===== config.mk =====
export PLATFORM = sky130hd
export DESIGN_NAME = instr_fetch_stage
export DESIGN_NICKNAME = d
export VERILOG_FILES = /design/src/rtl/instr_fetch_stage.sv
export SDC_FILE = /design/constraint.sdc
export NUM_CORES = 1
export LEC_CHECK = 0
export BUFFER_PORTS_ARGS = -buffer_cell sky130_fd_sc_hd__buf_2
export CORE_MARGIN = 3
export CORE_UTILIZATION = 40
export CTS_CLUSTER_SIZE = 14
export DETAILED_ROUTE_END_ITERATION = 8
export GPL_TIMING_DRIVEN = 0
export RECOVER_POWER = 50
export SETUP_SLACK_MARGIN = 0.5
export SLEW_MARGIN = 10
export SYNTH_ARGS = -nofsm -noshare
export SYNTH_HDL_FRONTEND = slang
export SYNTH_SLANG_ARGS = --single-unit

===== constraint.sdc =====
create_clock -name clk_i -period 6.06 [get_ports clk_i]
set_clock_uncertainty 0.2 [all_clocks]
set_input_delay 0.303 -clock clk_i [delete_from_list [all_inputs] [get_ports clk_i]]
set_output_delay 0.303 -clock clk_i [all_outputs]
set_load 0.02 [all_outputs]

===== src/rtl/instr_fetch_stage.sv =====
// Instruction-fetch stage with IF/ID pipeline register: owns the PC, runs the
// imem req/ack handshake, absorbs stalls in a one-entry skid and bubbles on redirect.
module instr_fetch_stage #(
  parameter int unsigned           PC_WIDTH  = 32,
  parameter logic [PC_WIDTH-1:0]   RESET_PC  = '0,
  parameter logic [PC_WIDTH-1:0]   NOP_INSTR = '0
) (
  input  logic                clk_i,
  input  logic                rst_i,
  output logic                imem_req_o,
  output logic [PC_WIDTH-1:0] imem_addr_o,
  input  logic                imem_ack_i,
  input  logic [PC_WIDTH-1:0] imem_data_i,
  input  logic                branch_taken_i,
  input  logic [PC_WIDTH-1:0] branch_target_i,
  input  logic                stall_i,
  output logic [PC_WIDTH-1:0] pc_plus4_o,
  output logic [PC_WIDTH-1:0] instr_o,
  output logic [5:0]          instr_op_o,
  output logic                valid_o
);

  localparam logic [1:0] ST_IDLE     = 2'd0;
  localparam logic [1:0] ST_FETCH    = 2'd1;
  localparam logic [1:0] ST_BUFFERED = 2'd2;

  localparam logic [PC_WIDTH-1:0] PC_STEP = PC_WIDTH'(4);

  logic [1:0]          state_q, state_d;
  logic [PC_WIDTH-1:0] pc_q, pc_d;
  logic [PC_WIDTH-1:0] ifid_pc4_q, ifid_pc4_d;
  logic [PC_WIDTH-1:0] ifid_instr_q, ifid_instr_d;
  logic                ifid_valid_q, ifid_valid_d;
  logic [PC_WIDTH-1:0] skid_pc4_q, skid_pc4_d;
  logic [PC_WIDTH-1:0] skid_instr_q, skid_instr_d;
  logic                redir_pend_q, redir_pend_d;
  logic [PC_WIDTH-1:0] redir_tgt_q, redir_tgt_d;

  logic [PC_WIDTH-1:0] pc_plus4;
  logic [PC_WIDTH-1:0] target_aligned;

  assign pc_plus4       = pc_q + PC_STEP;
  assign target_aligned = {branch_target_i[PC_WIDTH-1:2], 2'b00};

  always_comb begin
    state_d      = state_q;
    pc_d         = pc_q;
    ifid_pc4_d   = ifid_pc4_q;
    ifid_instr_d = ifid_instr_q;
    ifid_valid_d = ifid_valid_q;
    skid_pc4_d   = skid_pc4_q;
    skid_instr_d = skid_instr_q;
    redir_pend_d = redir_pend_q;
    redir_tgt_d  = redir_tgt_q;

    // A redirect flushes IF/ID even under stall; a bubble keeps pc_plus4 as is.
    if (branch_taken_i) begin
      ifid_valid_d = 1'b0;
      ifid_instr_d = NOP_INSTR;
    end

    case (state_q)
      ST_IDLE: begin
        state_d = ST_FETCH;
        if (branch_taken_i) pc_d = target_aligned;
      end

      ST_FETCH: begin
        if (imem_ack_i) begin
          if (branch_taken_i) begin
            pc_d         = target_aligned;
            redir_pend_d = 1'b0;
          end else if (redir_pend_q) begin
            pc_d         = redir_tgt_q;
            redir_pend_d = 1'b0;
            if (!stall_i) begin
              ifid_valid_d = 1'b0;
              ifid_instr_d = NOP_INSTR;
            end
          end else if (!stall_i) begin
            ifid_pc4_d   = pc_plus4;
            ifid_instr_d = imem_data_i;
            ifid_valid_d = 1'b1;
            pc_d         = pc_plus4;
          end else begin
            skid_pc4_d   = pc_plus4;
            skid_instr_d = imem_data_i;
            pc_d         = pc_plus4;
            state_d      = ST_BUFFERED;
          end
        end else if (branch_taken_i) begin
          // Address must stay put until the ack, so remember where to go instead.
          redir_pend_d = 1'b1;
          redir_tgt_d  = target_aligned;
        end else if (!stall_i) begin
          ifid_valid_d = 1'b0;
          ifid_instr_d = NOP_INSTR;
        end
      end

      ST_BUFFERED: begin
        if (branch_taken_i) begin
          pc_d    = target_aligned;
          state_d = ST_FETCH;
        end else if (!stall_i) begin
          ifid_pc4_d   = skid_pc4_q;
          ifid_instr_d = skid_instr_q;
          ifid_valid_d = 1'b1;
          state_d      = ST_FETCH;
        end
      end

      default: state_d = ST_IDLE;
    endcase
  end

  always_ff @(posedge clk_i or negedge rst_i) begin
    if (!rst_i) begin
      state_q      <= ST_IDLE;
      pc_q         <= RESET_PC;
      ifid_pc4_q   <= '0;
      ifid_instr_q <= NOP_INSTR;
      ifid_valid_q <= 1'b0;
      skid_pc4_q   <= '0;
      skid_instr_q <= NOP_INSTR;
      redir_pend_q <= 1'b0;
      redir_tgt_q  <= '0;
    end else begin
      state_q      <= state_d;
      pc_q         <= pc_d;
      ifid_pc4_q   <= ifid_pc4_d;
      ifid_instr_q <= ifid_instr_d;
      ifid_valid_q <= ifid_valid_d;
      skid_pc4_q   <= skid_pc4_d;
      skid_instr_q <= skid_instr_d;
      redir_pend_q <= redir_pend_d;
      redir_tgt_q  <= redir_tgt_d;
    end
  end

  assign imem_req_o  = (state_q == ST_FETCH);
  assign imem_addr_o = pc_q;
  assign pc_plus4_o  = ifid_pc4_q;
  assign instr_o     = ifid_instr_q;
  assign instr_op_o  = ifid_instr_q[PC_WIDTH-1 -: 6];
  assign valid_o     = ifid_valid_q;

endmodule


==> summary by stage <==
Outcome
The flow ran to the end, but the final reports show violations. The checks that failed: max-capacitance violations, max-slew violations.

Run
Across the run, the number of max-cap violations was 1.

Clock network
In this run the clock root is driven by a sky130_fd_sc_hd__clkbuf_16. The clock input transition at the sequential cells of the worst setup and hold paths is 0.07 ns. The number of post-CTS setup repair buffers is 0. TritonCTS built the clock tree. The post-cts gate resize count is 0. CTS built an H-tree with a depth of 4. The sink count of the clock tree is 188. The clock latency on the worst-skew pair is 0.44 ns.

In this run, post-CTS hold repair placed 63 buffers. Clock tree synthesis inserted a total of 17 buffers. The longest clock path from root to sink contains 2 buffers.

GRT
The total overflow reported by the global router is 0. The number of antenna violations at the first check in global routing was 0. The total global-route track usage is 0.224. Entering global routing, the biggest net connects 100 pins.

The first global-routing pass estimated 43,200 µm of wire. The number of global-route vias before repair is 7,573.

Floorplanning
The initialized floorplan defines 54 standard-cell rows. The floorplan step defined a die boundary enclosing 24,700 µm². 173 I/O pins were placed.

The vertical die dimension is 157 µm. The core outline area is 22,200 µm². The initial core utilization is 0.413.

The x dimension of the die is 157 µm.

Power and ir drop
The static power due to leakage is 4.89 nW. Across the VDD grid, the largest voltage drop is 0.312 mV. Power spread over the standard cell area amounts to 490 nW/µm².

Setup path
By startpoint and endpoint, the worst setup path is classified as in -> async. At the worst endpoint, the required time is 5.89 ns. The startpoint identified for the worst register-to-register timing path is state_q[0].

Tracing the worst setup path back leads to its startpoint at rst_i. STA classifies the critical path startpoint as a primary input. Of all nets on the critical path, the largest fanout is 99. The endpoint class of the critical path is an async pin.

The longest individual stage delay on the worst path is 1.81 ns. The slowest cell on the critical path is sky130_fd_sc_hd__clkbuf_2. The arrival time of data at the critical path endpoint is 3.36 ns. The critical path goes through dlygate4sd3_1 -> buf_8 -> clkbuf_2.

Timing
Setup total negative slack on the finished layout was measured at 0 ns. The post-route clock period utilization is 0.582. The worst-case hold slack is 0.0245 ns. For the pin with the worst max-slew slack, the measured transition is 2.48 ns.

For this run, the top clock speed supported by timing is 284 MHz. Setup repair after global routing left no endpoint under its margin. The total count of hold-check failures in the final report is 0. Headroom to the max-slew limit came out at -0.653. Setup violations remaining at the end of the flow were counted as 0. The number of pins with negative max-slew slack in the final report is 100. For the finished layout, the period the worst path requires is 3.52 ns.

Synth
After synthesis, the share of flip-flops with an asynchronous set or reset is 1.00. The number of library cell types mapped by synthesis is 55. The number of enable-type register cells in the synthesized netlist is 0. The total standard cell area after synthesis is 9150 µm².

The number of warnings issued by yosys is 0. The average footprint of a synthesized cell is 9.82 µm². Counting flops and latches in the post-synthesis netlist gives 188. The fraction of the yosys area taken by sequential cells is 0.514.

After technology mapping, the gate count stands at 931. Among all flip-flop cells after synthesis, the most frequent one is sky130_fd_sc_hd__dfrtp_1.

Final layout
In the final layout, the share of cells above drive strength 1 is 0.158. The number of antenna diodes in the final layout is 0. The synthesis-to-layout area growth is 25.4%.

The net count reported at finish is 1,257.

Min path
In this run the most critical hold path is launched from imem_ack_i. The worst hold path belongs to the class in -> reg.

Placement
At the end of routability-driven placement, the weighted congestion stood at 0.883. The HPWL after detailed placement is 19,500 µm. The number of buffers added on ports is 165.

Detailed routing
The met2 layer wire length in the routed design is 12,800 µm. The uppermost metal layer occupied by signal nets is met4. In the final routed layout, each cell accounts on average for 18.8 µm. Wires add up to 27,700 µm. Summed over all nets, wire length on met3 after detailed routing comes to 1630 µm. The detailed-routing wirelength on met1 is 12,900 µm. The detail route stage leaves a number of antenna-violating nets equal to 0. The vias per cell is 5.45. The total via count in the routed design is 8,039.

After the first detailed-routing iteration, the DRC count stood at 660. In the routed design, unresolved DRC markers number 0. Before antenna repair, the detailed router went through 5 iterations.
-- worst paths after layout --
| kind | endpoint | slack, ns | depth (start not counted) |
|---|---|---|---|
| max in group clk_i | imem_addr_o[15] | 2.70 | 9 |
| worst max register to register | imem_addr_o[15] | 2.70 | 9 |
| worst min register to register | pc_plus4_o[27] | 0.28 | 2 |
| worst min-delay path | redir_pend_q | 0.02 | 2 |
| min in group asynchronous | redir_tgt_q[24] | 0.26 | 2 |
| worst max-delay path | pc_plus4_o[14] | 2.54 | 3 |
-- synthesized netlist by cell type (all sizes together) (9+ instances only) --
library cell	count	share of area
mux2i	19	0.021
inv	11	0.0045
nor3	22	0.015
buf	15	0.011
nor2	38	0.016
mux2	67	0.082
o22ai	9	0.0062
nand4	12	0.0089
dfrtp	188	0.51
nand2	139	0.057
clkbuf	68	0.028
o21ai	101	0.056
a22oi	33	0.027
xnor2	17	0.016
nand3	44	0.024
and3	15	0.010
a21oi	52	0.028
-- worst max-delay path: cells and delay by family --
family | cells | cell delay, ns
buffers and inverters | 3 | 2.89
-- cell usage in the layout, fill, tap and decap left out, drive strengths merged, types with 5 or more instances in the layout --
cell type	Yosys	routed
and3	15	15
nand3	44	44
clkbuf	68	185
and4	6	6
clkinv	0	5
dfrtp	188	188
ha	6	6
o211ai	5	5
nand2	139	139
mux2	67	67
a22oi	33	33
nor3	22	22
mux2i	19	19
xor2	8	8
nand4	12	12
o2bb2ai	6	6
a211o	5	5
nor2	38	38
xnor2	17	17
dlygate4sd3	0	63
nor4	8	8
a21oi	52	52
o21ai	101	101
buf	15	81
o22ai	9	9
inv	11	20
-- through the flow --
stage	instances	total power, mW	instance area, µm²	setup slack [ns]	util
after floorplan	934	3.63	9160	3.34	-
after global placement	1379	4.44	10300	1.20	0.466
after detailed placement	1380	4.50	10400	2.68	0.468
after CTS	1475	5.69	11600	2.65	0.524
after global routing	1475	5.99	11500	1.93	0.517
final	1475	5.62	11500	2.54	0.517
-- power breakdown --
group          internal, mW  switching, mW
clock network         0.565          0.583
registers              1.77          0.392
logic                 0.792           1.51
total                  3.13           2.49
-- flip-flops by register name (all words and copies together), names as in the netlist --
name / cells
instr_o: 32
skid_instr_q: 32
imem_addr_o: 30
pc_plus4_o: 30
redir_tgt_q: 30
skid_pc4_q: 30
state_q: 2
redir_pend_q: 1
valid_o: 1
-- metal layers --
metal	GRT usage	vias to the layer above
met5	0	-
met4	0.0554	0
met3	0.0379	29
met2	0.351	258
met1	0.326	3945
li1	-	3807
-- kinds of logic (layout without fill, tap and decap cells) --
kind of cell,after synthesis,in the layout,share of synthesized area
xor+xnor,25,25,0.0239
buf+inv,94,355,0.0432
flops,188,188,0.514
compound gates,231,231,0.150
mux,86,86,0.103
simple gates,300,300,0.157
other cells,1,4,0.000410
fa+ha+maj,6,6,0.00821
-- area by class of cell --
class	count	area [µm²]
Timing Repair Buffer	229	1350
Clock buffer	17	425
Tap cell	280	350
Clock inverter	15	185
Fill cell	2127	10700
Buffer	83	354
Inverter	11	41.3
Multi-Input combinational cell	652	4060
Sequential cell	188	4700
Note: power is estimated with default switching activity, not from simulation.
